--- src/rtl/nap_sequencer.sv ---
// ---------------------------------------------------------------------------
// nap_sequencer
//
// Main controller of the power-nap unit. It walks the nap through its
// phases (idle, auto or manual setting, sleep countdown, alarm, snooze and
// cancel) and owns the three phase timers. Those timers share a single
// down-counter, "remaining", which is decremented once per timer tick. A
// tick is produced by a prescaler that divides the clock by TICK_DIV, and
// the prescaler only runs while a timed phase (SLEEP, ALARM, SNOOZE) is
// active.
//
// Parameters
//   TIME_W        width of the tick counter, manual_time and remaining
//   TICK_DIV      clock cycles per timer tick (>= 2)
//   DEFAULT_NAP   nap length in ticks loaded in auto mode
//   ALARM_TIMEOUT ticks the alarm rings before it switches itself off
//   SNOOZE_TICKS  snooze length in ticks
//   MAX_SNOOZE    maximum snoozes allowed per nap
//   SNZ_W         width of snooze_cnt, derived from MAX_SNOOZE (minimum 1)
//
// Ports
//   reset              asynchronous, active-low reset
//   clock              system clock
//   mode               0 = auto setting, 1 = manual setting (sampled on go)
//   go                 start request, level-sampled in IDLE
//   set_done           setting complete strobe
//   manual_time        nap length in ticks, taken when set_done in MANUAL_SET
//   sharp              cancel key
//   snooze             snooze key
//   init               high in IDLE
//   en_auto_setting    high in AUTO_SET
//   en_manual_setting  high in MANUAL_SET
//   en_sleep           high in SLEEP
//   en_alarm           high in ALARM
//   en_snooze          high in SNOOZE
//   en_cancel          high in CANCEL
//   state_o            registered state encoding
//   remaining          ticks left in the current timed phase
//   snooze_cnt         snoozes used in the current nap
//   nap_done           one-cycle pulse in the first ALARM cycle after SLEEP
// ---------------------------------------------------------------------------
module nap_sequencer #(
    parameter int TIME_W        = 16,
    parameter int TICK_DIV      = 1000,
    parameter int DEFAULT_NAP   = 1200,
    parameter int ALARM_TIMEOUT = 600,
    parameter int SNOOZE_TICKS  = 300,
    parameter int MAX_SNOOZE    = 3,
    parameter int SNZ_W         = (MAX_SNOOZE < 1) ? 1 : $clog2(MAX_SNOOZE + 1)
) (
    input  logic              reset,
    input  logic              clock,
    input  logic              mode,
    input  logic              go,
    input  logic              set_done,
    input  logic [TIME_W-1:0] manual_time,
    input  logic              sharp,
    input  logic              snooze,
    output logic              init,
    output logic              en_auto_setting,
    output logic              en_manual_setting,
    output logic              en_sleep,
    output logic              en_alarm,
    output logic              en_snooze,
    output logic              en_cancel,
    output logic [2:0]        state_o,
    output logic [TIME_W-1:0] remaining,
    output logic [SNZ_W-1:0]  snooze_cnt,
    output logic              nap_done
);

    // -----------------------------------------------------------------------
    // State encoding. These codes are visible on state_o and are shared with
    // the first-generation controller, so they must not be renumbered.
    // -----------------------------------------------------------------------
    localparam logic [2:0] S_AUTO_SET   = 3'd0;
    localparam logic [2:0] S_SLEEP      = 3'd1;
    localparam logic [2:0] S_ALARM      = 3'd2;
    localparam logic [2:0] S_CANCEL     = 3'd3;
    localparam logic [2:0] S_IDLE       = 3'd4;
    localparam logic [2:0] S_MANUAL_SET = 3'd5;
    localparam logic [2:0] S_SNOOZE     = 3'd6;

    // -----------------------------------------------------------------------
    // Derived constants, pre-sized so every compare and load is width-exact.
    // -----------------------------------------------------------------------
    localparam int PRESC_W = (TICK_DIV < 2) ? 1 : $clog2(TICK_DIV);

    localparam logic [PRESC_W-1:0] TICK_LAST   = PRESC_W'(TICK_DIV - 1);
    localparam logic [TIME_W-1:0]  NAP_LOAD    = TIME_W'(DEFAULT_NAP);
    localparam logic [TIME_W-1:0]  ALARM_LOAD  = TIME_W'(ALARM_TIMEOUT);
    localparam logic [TIME_W-1:0]  SNOOZE_LOAD = TIME_W'(SNOOZE_TICKS);
    localparam logic [TIME_W-1:0]  ONE_T       = TIME_W'(1);
    localparam logic [SNZ_W-1:0]   SNZ_MAX     = SNZ_W'(MAX_SNOOZE);
    localparam logic [SNZ_W-1:0]   ONE_S       = SNZ_W'(1);

    // -----------------------------------------------------------------------
    // Registers
    // -----------------------------------------------------------------------
    logic [2:0]         state_q,      state_d;
    logic [TIME_W-1:0]  remaining_q,  remaining_d;
    logic [SNZ_W-1:0]   snooze_cnt_q, snooze_cnt_d;
    logic [PRESC_W-1:0] presc_q,      presc_d;
    logic               nap_done_q,   nap_done_d;

    // -----------------------------------------------------------------------
    // Tick generation
    // -----------------------------------------------------------------------
    logic timed;
    logic tick;
    logic last_tick;
    logic may_snooze;

    assign timed = (state_q == S_SLEEP) ||
                   (state_q == S_ALARM) ||
                   (state_q == S_SNOOZE);

    // The prescaler is parked at 0 outside the timed states, so the first
    // tick of a phase arrives exactly TICK_DIV cycles after entry.
    assign tick       = timed && (presc_q == TICK_LAST);
    assign last_tick  = tick && (remaining_q == ONE_T);
    assign may_snooze = (snooze_cnt_q < SNZ_MAX);

    // -----------------------------------------------------------------------
    // Next-state and datapath logic
    // -----------------------------------------------------------------------
    always_comb begin
        // NOTE: every signal written here gets a default first; a path that
        // left one unassigned would make synthesis infer a latch.
        state_d      = state_q;
        remaining_d  = remaining_q;
        snooze_cnt_d = snooze_cnt_q;
        nap_done_d   = 1'b0;

        unique case (state_q)
            S_IDLE: begin
                if (go) begin
                    state_d = mode ? S_MANUAL_SET : S_AUTO_SET;
                end
            end

            S_AUTO_SET: begin
                if (sharp) begin
                    state_d = S_CANCEL;
                end else if (set_done) begin
                    state_d     = S_SLEEP;
                    remaining_d = NAP_LOAD;
                end
            end

            S_MANUAL_SET: begin
                // A zero-length manual nap is not a nap; set_done is ignored
                // until the user dials in something non-zero.
                if (sharp) begin
                    state_d = S_CANCEL;
                end else if (set_done && (manual_time != '0)) begin
                    state_d     = S_SLEEP;
                    remaining_d = manual_time;
                end
            end

            S_SLEEP: begin
                if (sharp) begin
                    state_d = S_CANCEL;
                end else if (last_tick) begin
                    state_d     = S_ALARM;
                    remaining_d = ALARM_LOAD;
                    nap_done_d  = 1'b1;
                end else if (tick && (remaining_q != '0)) begin
                    remaining_d = remaining_q - ONE_T;
                end
            end

            S_ALARM: begin
                // Snooze outranks the auto-off tick so a key press on the
                // final tick still buys another snooze if any are left.
                if (sharp) begin
                    state_d = S_CANCEL;
                end else if (snooze && may_snooze) begin
                    state_d      = S_SNOOZE;
                    snooze_cnt_d = snooze_cnt_q + ONE_S;
                    remaining_d  = SNOOZE_LOAD;
                end else if (last_tick) begin
                    state_d = S_CANCEL;
                end else if (tick && (remaining_q != '0)) begin
                    remaining_d = remaining_q - ONE_T;
                end
            end

            S_SNOOZE: begin
                // Returning from snooze re-arms the alarm but is not the end
                // of the nap, so nap_done stays low here.
                if (sharp) begin
                    state_d = S_CANCEL;
                end else if (last_tick) begin
                    state_d     = S_ALARM;
                    remaining_d = ALARM_LOAD;
                end else if (tick && (remaining_q != '0)) begin
                    remaining_d = remaining_q - ONE_T;
                end
            end

            S_CANCEL: begin
                state_d      = S_IDLE;
                remaining_d  = '0;
                snooze_cnt_d = '0;
            end

            default: begin
                // Code 7 is unreachable in normal operation; recover to a
                // clean idle if an upset ever lands the register there.
                state_d      = S_IDLE;
                remaining_d  = '0;
                snooze_cnt_d = '0;
            end
        endcase
    end

    // -----------------------------------------------------------------------
    // Prescaler: free-runs 0..TICK_DIV-1 while a timed phase persists and
    // restarts from 0 on any state change, so each phase gets whole ticks.
    // -----------------------------------------------------------------------
    always_comb begin
        presc_d = '0;
        if (timed && (state_d == state_q) && (presc_q != TICK_LAST)) begin
            presc_d = presc_q + PRESC_W'(1);
        end
    end

    // -----------------------------------------------------------------------
    // State registers
    // -----------------------------------------------------------------------
    // NOTE: the reset is asynchronous, so it sits in the sensitivity list and
    // aborts a countdown immediately rather than at the next clock edge.
    always_ff @(posedge clock or negedge reset) begin
        if (!reset) begin
            state_q      <= S_IDLE;
            remaining_q  <= '0;
            snooze_cnt_q <= '0;
            presc_q      <= '0;
            nap_done_q   <= 1'b0;
        end else begin
            // NOTE: non-blocking assignments, so every flop captures values
            // computed from the pre-edge state of all the others.
            state_q      <= state_d;
            remaining_q  <= remaining_d;
            snooze_cnt_q <= snooze_cnt_d;
            presc_q      <= presc_d;
            nap_done_q   <= nap_done_d;
        end
    end

    // -----------------------------------------------------------------------
    // Moore outputs, decoded from the registered state only
    // -----------------------------------------------------------------------
    always_comb begin
        init              = 1'b0;
        en_auto_setting   = 1'b0;
        en_manual_setting = 1'b0;
        en_sleep          = 1'b0;
        en_alarm          = 1'b0;
        en_snooze         = 1'b0;
        en_cancel         = 1'b0;

        unique case (state_q)
            S_IDLE:       init              = 1'b1;
            S_AUTO_SET:   en_auto_setting   = 1'b1;
            S_MANUAL_SET: en_manual_setting = 1'b1;
            S_SLEEP:      en_sleep          = 1'b1;
            S_ALARM:      en_alarm          = 1'b1;
            S_SNOOZE:     en_snooze         = 1'b1;
            S_CANCEL:     en_cancel         = 1'b1;
            default:      init              = 1'b0;
        endcase
    end

    assign state_o    = state_q;
    assign remaining  = remaining_q;
    assign snooze_cnt = snooze_cnt_q;
    assign nap_done   = nap_done_q;

endmodule
--- config.mk ---
export PLATFORM = sky130hd
export DESIGN_NAME = nap_sequencer
export DESIGN_NICKNAME = d
export VERILOG_FILES = /design/src/rtl/nap_sequencer.sv
export SDC_FILE = /design/constraint.sdc
export NUM_CORES = 1
export LEC_CHECK = 0
export CORE_ASPECT_RATIO = 1.25
export CORE_MARGIN = 1.5
export CORE_UTILIZATION = 25
export DETAILED_ROUTE_END_ITERATION = 7
export SLEW_MARGIN = 20
export SYNTH_ARGS = -nofsm -noshare
export SYNTH_HDL_FRONTEND = slang
export SYNTH_SLANG_ARGS = --single-unit
export TNS_END_PERCENT = 10
--- constraint.sdc ---
create_clock -name clock -period 2.57 [get_ports clock]
set_clock_uncertainty 0.15 [all_clocks]
set_input_delay 0.514 -clock clock [delete_from_list [all_inputs] [get_ports clock]]
set_output_delay 0.514 -clock clock [all_outputs]
set_load 0.01 [all_outputs]
==> impl_metrics.toml, run 1 <==
[layout]
layout-drive-gt1-share = 0.239
finalNetCount = 438
synthToLayoutAreaGrowth_pct = 55.3
insertedDiodeCount = 0
layout.core_utilization = 0.404
final-instance-count-excl-fill = 533
design_area_um2 = 3740

[timing]
final_period_util = 0.983
timing.slew.headroom = 0.594
clock.fmax_mhz = 396
rsz_0062_raised_after_global_routing = "yes"
post-route-min-period_ns = 2.53
setup-violations-final = 0
final.hold.worst_slack_ns = 0.386
finalMaxSlewViolations = 0
setup_ws_ns = 0.0425
setup_tns_ns = 0
timing.final.hold_violations = 0
timing_worst_slew_pin_value_ns = 0.605

[clocking]
clockBufferDepth = 2
clock_sinks = 32
path_clk_slew_ns = 0.05
cts-buffers-inserted = 5
clock_tree.root_cell = "clkbuf_16"
cts_tree = "built"
hold_buffers = 0
clock_latency_ns = 0.28
htree_num_levels = 2

[drt]
routed-via-count = 2803
detail_route.first_pass.iterations = 5
drt-total-wl_um = 8740
routed_wire_length_per_instance_um = 16.4
route.antenna.remaining_nets = 0
route.met2.wl_um = 4240
via_per_inst = 5.26
maxUsedRoutingLayer = "met4"
m1WireLength_um = 3750
dr_wl_met3_um = 484
drtIter0Drc = 205
drc = 0

[yosys]
yosys-top-cells-area = "dfrtp_1 (32%), nor2_1 (5.1%), nand3_1 (3.3%)"
yosysTopAreaCell = "dfrtp_1"
synth_cell_type_count = 55
synth_top_flop_cell = "dfrtp_1"
average_cell_area_after_synthesis_um2 = 8.22
synth-warning-count = 0
syn_nets = 321
syn-instance-count = 293
async_flop_share = 1.00
synthDominantCellAreaShare = 0.322
mappedNetlistArea_um2 = 2410
synth_seq_cells = 32
number_of_enable_flip_flop_cells_after_synthesis = 0
synth-seq-area-share = 0.333

[floorplan]
initial_cell_density_of_the_core = 0.260
die-height_um = 113
num_rows = 39
ios = 52
dieArea_um2 = 10200
placeableCoreArea_um2 = 9270
die_width_um = 90.8

[global_route]
grt_first_pass_wirelength_um = 14600
grt_remaining_overflow = 0
grt_pass1_vias = 2923
grt_start_max_net_pins = 33
grt_antenna_before_repair = 0
grt.total_usage = 0.178

[critical_path]
crit-reg2reg-capture = "remaining[13]"
worst-path-max-fanout = 15
crit_end = "en_snooze"
worst-setup-path-type = "reg -> out"
worst_ep_arrival_time_ns = 1.86
rrSetupSlack_ns = 0.08
critical-path-max-stage-delay_ns = 0.56
critPathLaunchType = "flip-flop"
critPathMostFrequentCell = "buf_4"
r2r_cells = 8
required_ns = 1.91
timing.critical_path.slowest_stage_cell = "clkdlybuf4s50_1"
r2r-start = "presc_q[0]"
crit_path_end_kind = "primary output"
crit_start = "state_o[1]"
critical_path.cell_chain = "buf_4 -> nand2b_1 -> buf_4 -> nor2_1 -> clkdlybuf4s50_1"

[placement]
globalplace.congestion = 0.967
placedCellCount = 525
setup_slack_at_placement_ns = -0.00917
placed_cell_area_um2 = 3540
portBuffers = 51
place_hpwl_um = 6840

[power_and_ir_drop]
irDropWorstVdd_v = 0.000464
p_leak_nw = 1.59
power_density_nw_per_um2 = 1150
p_total_mw = 4.31

[hold_path]
hold_class = "reg -> reg"

[status]
status = "finished, final reports clean"

[run]
max_cap_violations = 0
==> metal layers <==
layer	up-vias	GRT usage
li1	1329	-
met2	110	0.310
met5	-	0
met1	1343	0.223
met3	21	0.0242
met4	0	0.0688
==> layout by cell type, fill, tap and decap left out, types with 4 or more instances in the layout <==
cell             instances
nand2_1                 21
a31oi_1                  5
o31ai_1                  7
nand2b_1                 4
xor2_1                   4
a22oi_1                  4
nand3_1                 14
o22ai_1                  7
nor2_1                  33
nor3_1                   8
xnor2_1                  5
a211oi_1                 6
buf_4                   70
ha_1                     4
and3_1                   7
o21ai_0                  5
nand4_1                  5
clkdlybuf4s50_1         49
a21o_1                   6
dfrtp_1                 31
o21ai_1                 14
clkbuf_16                5
nor4_1                   5
inv_1                   19
a21oi_1                 13
==> sequential cells by signal, indices dropped and copies added (netlist names) <==
register	flops
nap_done	1
presc_q	10
remaining	16
snooze_cnt	2
state_o	3
==> cells by family after synthesis <==
family	count (synthesis)	share of synthesized area
fa+ha+maj	6	0.0301
flops	32	0.333
compound gates	93	0.271
mux	2	0.00883
xor+xnor	9	0.0327
simple gates	120	0.270
buf+inv	31	0.0545
==> cell usage after synthesis (3+ instances only) <==
library cell  count
nor2_1           33
dfrtp_1          31
nand2_1          21
inv_1            19
nand3_1          16
o21ai_1          14
a21oi_1          13
nor3_1            9
a211oi_1          7
and3_1            7
o22ai_1           7
o31ai_1           7
a21o_1            6
clkbuf_1          6
a31oi_1           5
ha_1              5
nand4_1           5
nor4_1            5
o21ai_0           5
xnor2_1           5
a22o_1            4
a22oi_1           4
nand2b_1          4
xor2_1            4
a211o_1           3
a311oi_1          3
buf_2             3
nand3b_1          3
o211ai_1          3
o21a_1            3
==> critical path, delay by kind of cell, from the launching register on <==
| kind | cells | cell delay (ns) |
|---|---|---|
| DFF | 1 | 0.35 |
| buffers and inverters | 3 | 0.97 |
| and+or+nand+nor | 2 | 0.27 |
==> worst min-delay path by stage <==
stage / startpoint / to / slack [ns] / cells after the start
finish: presc_q[0] / presc_q[0] / 0.39 / 2
global route: presc_q[0] / presc_q[0] / 0.42 / 2
CTS: presc_q[0] / presc_q[0] / 0.39 / 2
detailed placement: presc_q[0] / presc_q[0] / 0.38 / 2
global placement: presc_q[0] / presc_q[0] / 0.38 / 2
floorplan: reset / nap_done / 0.07 / 0
==> repair_timing <==
item / 4_1_cts / 5_1_grt
pin swaps: 0 / 3
setup endpoints to repair: 3 / 17
resized for setup: 4 / 11
hold endpoints to repair: 0 / 0
buffers inserted: 0 / 1
==> where the power goes <==
part           internal (mW)  switching [mW]
Combinational           1.31            1.59
Clock                  0.407           0.225
Sequential             0.653           0.132
Total                   2.37            1.95
==> cell type report <==
| cell class | instances | area, um2 |
|---|---|---|
| Fill cell | 953 | 5530 |
| Multi-Input combinational cell | 230 | 1530 |
| Clock buffer | 7 | 153 |
| Inverter | 20 | 75.1 |
| Timing Repair Buffer | 121 | 1030 |
| Tap cell | 123 | 154 |
| Sequential cell | 32 | 802 |
(Power assumes the default switching activity.)
==> inputs of run 2 (changes only) <==
Clock period 2.57 ns to 3.15 ns, I/O delays scaled along.
==> run 2 against run 1 <==
Net effect:
- final cell count is 9.8% lower
- hold slack worse by 0.052 ns
- clock-buffer cell count up 1
- clock power is 23% lower
- first-iteration DRC count rose by 12%
- total power shrank 28%
- critical path depth up 2
- wire length shrank 5.3%
- core utilization down 4.9 points
- flip-flop and latch count unchanged
- sequential power is 14% lower
- final area decreased by 12%
- critical endpoint is now remaining[15]
- largest power group unchanged
- highest routed layer unchanged
==> impl_metrics.toml, run 2 (synthesis gave the netlist of run 1 again) <==
[layout]
finalNetCount = 385
most-common-layout-cells = "clkdlybuf4s50_1 (51), nor2_1 (33), dfrtp_1 (31)"
layout.core_utilization = 0.355
multiInputGateArea_um2 = 1480
fillers = 968
mostFrequentLayoutCell = "clkdlybuf4s50_1"
final-instance-count-excl-fill = 481
layout-drive-gt1-share = 0.0922
synthToLayoutAreaGrowth_pct = 36.6
insertedDiodeCount = 0
largest_register_ff_count = 16
seq_cell_area_um2 = 802

[critical_path]
crit-reg2reg-capture = "remaining[15]"
worst_ep_arrival_time_ns = 2.92
r2r-start = "presc_q[0]"
critical_path.cell_chain = "ha_1 -> or4bb_1 -> a2111o_1 -> nor4_4 -> nand3b_1 -> a211o_1 -> a22o_1"
r2r_cells = 7
critPathLaunchType = "flip-flop"
timing.critical_path.slowest_stage_cell = "or4bb_1"
required_ns = 3.16
rrSetupSlack_ns = 0.24
worst-path-max-fanout = 6
critical-path-max-stage-delay_ns = 0.50
worst-setup-path-type = "reg -> reg"
crit_path_end_kind = "flip-flop"
timing.critical_path.max_delay_family = "simple AND/OR/NAND/NOR gates"
critical_path_buf_inv_count = 0

[power_and_ir_drop]
p_leak_nw = 1.29
seqPwrFrac = 0.216
p_comb_frac = 0.628
p_int_mw = 1.63
share_clk_of_total_power = 0.156
power.share.switching = 0.477
p_sw_mw = 1.49
power_density_nw_per_um2 = 947
irDropWorstVdd_v = 0.000345
p_total_mw = 3.12

[timing]
final.hold.worst_slack_ns = 0.335
timing_worst_slew_pin_value_ns = 0.868
setup-violations-final = 0
post-route-min-period_ns = 2.91
rsz_0062_raised_after_global_routing = "no"
clock.fmax_mhz = 344
timing.slew.headroom = 0.419
finalMaxSlewViolations = 0
final_period_util = 0.923
setup_tns_ns = 0
timing.final.hold_violations = 0

[global_route]
grt_pass1_vias = 2579
grt.total_usage = 0.165
grt_first_pass_wirelength_um = 13400
grt_start_max_net_pins = 33
grt_remaining_overflow = 0
grt_antenna_before_repair = 0

[run]
max_cap_violations = 0

[drt]
drtIter0Drc = 230
drc = 0
route.antenna.remaining_nets = 0
routed_wire_length_per_instance_um = 17.2
via_per_inst = 5.37
detail_route.first_pass.iterations = 4
routed-via-count = 2584
drt-total-wl_um = 8280

[hold_path]
hold_class = "reg -> reg"
min_delay_path_depth = 1
hold_path_end = "presc_q[0]"
hold_path_startpoint = "presc_q[0]"

[floorplan]
die_width_um = 90.8
placeableCoreArea_um2 = 9270
die-height_um = 113
ios = 52
num_rows = 39
dieArea_um2 = 10200
initial_cell_density_of_the_core = 0.260

[clocking]
cts_setup_buffers = 0
hold_buffers = 0
cts-buffers-inserted = 5
post_cts_resized = 0
htree_num_levels = 2
clockBufferDepth = 2
path_clk_slew_ns = 0.05
clock_sinks = 32
clock_latency_ns = 0.27
cts_tree = "built"
clock_tree.root_cell = "clkbuf_16"

[placement]
placedCellCount = 473
globalplace.congestion = 0.875
portBuffers = 51
place_hpwl_um = 6490

[status]
status = "finished, final reports clean"
run 2: cell type report:
class / count / share of cell area
multi-input cells: 230 / 0.448
flip-flops and latches: 32 / 0.244
repair buffers: 68 / 0.194
well taps: 123 / 0.0468
clock buffers: 8 / 0.0445
inverters: 20 / 0.0228
run 2: metal layers:
| layer | routed length (um) | share of wire | track usage | vias up |
|---|---|---|---|---|
| li1 | - | - | - | 1230 |
| met1 | 3540 | 0.43 | 0.210 | 1221 |
| met2 | 3970 | 0.48 | 0.272 | 115 |
| met3 | 525 | 0.063 | 0.0349 | 18 |
| met4 | 252 | 0.030 | 0.0688 | 0 |
| met5 | 0 | 0 | 0 | - |
run 2: worst max path at each step:
| stage | end | from | depth (start not counted) | slack (ns) |
|---|---|---|---|---|
| global placement | remaining[7] | snooze | 7 | 0.27 |
| finish | remaining[15] | presc_q[0] | 7 | 0.24 |
| CTS | remaining[15] | presc_q[0] | 7 | 0.25 |
| floorplan | remaining[15] | presc_q[0] | 7 | 0.43 |
| global route | remaining[15] | presc_q[0] | 7 | 0.05 |
| detailed placement | remaining[15] | presc_q[0] | 7 | 0.26 |
run 2: power by group through the flow:
stage | Combinational, mW | Clock, mW | Sequential (mW)
2_1_floorplan | 1.11 | 0 | 0.711
3_3_place_gp | 1.93 | 0 | 0.676
3_5_place_dp | 1.93 | 0 | 0.679
4_1_cts | 1.94 | 0.501 | 0.674
5_1_grt | 2.13 | 0.517 | 0.696
6_report | 1.96 | 0.487 | 0.673
run 2: through the flow:
step / area (um2) / setup slack (ns)
after floorplan: 2410 / 0.434
after global placement: 3150 / 0.273
after detailed placement: 3150 / 0.259
after CTS: 3290 / 0.248
after global routing: 3290 / 0.0506
final: 3290 / 0.242
==> inputs of run 3 (changes only) <==
--- a/config.mk
+++ b/config.mk
@@ -10,4 +10,5 @@
 export CORE_UTILIZATION = 25
 export DETAILED_ROUTE_END_ITERATION = 7
+export HOLD_SLACK_MARGIN = 0.03
 export SLEW_MARGIN = 20
 export SYNTH_ARGS = -nofsm -noshare
--- a/constraint.sdc
+++ b/constraint.sdc
@@ -3,3 +3,3 @@
 set_input_delay 0.63 -clock clock [delete_from_list [all_inputs] [get_ports clock]]
 set_output_delay 0.63 -clock clock [all_outputs]
-set_load 0.01 [all_outputs]
+set_load 0.1 [all_outputs]
==> run 3 against run 2 <==
Net effect:
- worst setup slack worse by 0.011 ns
- clock-buffer cell count is 1 lower
- register-to-register slack hardly changed
- die area did not move
- via count down 1.1%
- core utilization decreased by 0.35 points
- wire length decreased by 3.2%
- fmax fell by 0.38%
- hold slack got worse by 0.0032 ns
- final area is 0.99% lower
- critical endpoint unchanged
==> impl_metrics.toml, run 3 (synthesis gave the netlist of run 1 again) <==
[global_route]
grt.met2_usage = 0.260
grt_antenna_before_repair = 0
grtUsageMet1 = 0.201
grt_first_pass_wirelength_um = 13000
grt.met3_usage = 0.0276
grt_start_max_net_pins = 33
grt_remaining_overflow = 0
grt_pass1_vias = 2549
grt.total_usage = 0.159
top_usage_layer = "met2"

[placement]
place_hpwl_um = 6200
globalplace.congestion = 0.877
portBuffers = 51

[timing]
timing_worst_slew_pin_value_ns = 0.781
finalMaxSlewViolations = 0
clock.fmax_mhz = 343
final_period_util = 0.927
timing.slew.headroom = 0.477
timing.final.hold_violations = 0
post-route-min-period_ns = 2.92
final.hold.worst_slack_ns = 0.331
rsz_0062_raised_after_global_routing = "no"
setup-violations-final = 0

[status]
status = "finished, final reports clean"

[floorplan]
num_rows = 39
die_width_um = 90.8
die-height_um = 113
placeableCoreArea_um2 = 9270
initial_cell_density_of_the_core = 0.260
dieArea_um2 = 10200
ios = 52

[clocking]
cts_tree = "built"
clockBufferDepth = 2
path_clk_slew_ns = 0.05
clock_sinks = 32
clock_latency_ns = 0.28
post_cts_resized = 0
cts_setup_buffers = 0
clock_tree.root_cell = "clkbuf_16"
cts-buffers-inserted = 5
hold_buffers = 0
htree_num_levels = 2

[layout]
insertedDiodeCount = 0
mostFrequentLayoutCell = "buf_4"
most-common-layout-cells = "buf_4 (40), nor2_1 (32), dfrtp_1 (31)"
synthToLayoutAreaGrowth_pct = 35.3
layout-drive-gt1-share = 0.178
largest_register_ff_count = 16
finalNetCount = 382
fillers = 990

[drt]
route.antenna.remaining_nets = 0
drc = 0
routed_wire_length_per_instance_um = 16.8
detail_route.first_pass.iterations = 6
routed-via-count = 2555
drtIter0Drc = 120
drt-total-wl_um = 8020
via_per_inst = 5.36

[run]
max_cap_violations = 0

[critical_path]
critPathLaunchType = "flip-flop"
worst-setup-path-type = "reg -> reg"
worst_ep_arrival_time_ns = 2.94
required_ns = 3.17
crit_path_end_kind = "flip-flop"
rrSetupSlack_ns = 0.23
worst-path-max-fanout = 12

[hold_path]
hold_class = "reg -> reg"
[run 3: path summary, 6_finish.rpt]
kind                            cells after the start       endpoint  startpoint
worst min register to register                      1     presc_q[0]  presc_q[0]
max in group asynchronous                           2     state_o[2]       reset
worst max register to register                      6  remaining[15]  state_o[1]
worst max-delay path                                6  remaining[15]  state_o[1]
worst min-delay path                                1     presc_q[0]  presc_q[0]
min in group asynchronous                           2   remaining[6]       reset
[run 3: metrics by stage]
stage	utilization	cell area (um2)	setup WS, ns	instances	setup TNS [ns]
after floorplan	-	2430	-0.206	293	-2.06
after global placement	0.335	3110	0.266	470	0
after detailed placement	0.335	3110	0.269	470	0
after CTS	0.352	3260	0.254	477	0
after global routing	0.352	3260	0.0775	477	0
final	0.352	3260	0.231	477	0
[run 3: final cells by class]
cell class                 instances  area (um2)  area share
clock buffer                       7         153      0.0468
inverter                          20        75.1      0.0230
multi-input combinational        230        1500       0.459
sequential                        32         802       0.246
tap                              123         154      0.0472
timing repair buffer              65         581       0.178
[run 3: per-layer routing]
| layer | part of all wire | up-vias |
|---|---|---|
| li1 | - | 1219 |
| met1 | 0.43 | 1189 |
| met2 | 0.46 | 119 |
| met3 | 0.063 | 28 |
| met4 | 0.043 | 0 |
| met5 | 0 | - |
[run 3: worst max-delay path, stage by stage (launching register included)]
cell      delay, ns
dfrtp_1        0.46
or3b_1         0.54
a2111o_1       0.49
nor4_2         0.35
nor2_1         0.27
a211o_1        0.32
a22o_1         0.22
Power of run 3 is not shown: default switching activity piles up to over one toggle a cycle in this logic, so the estimate is an artifact.
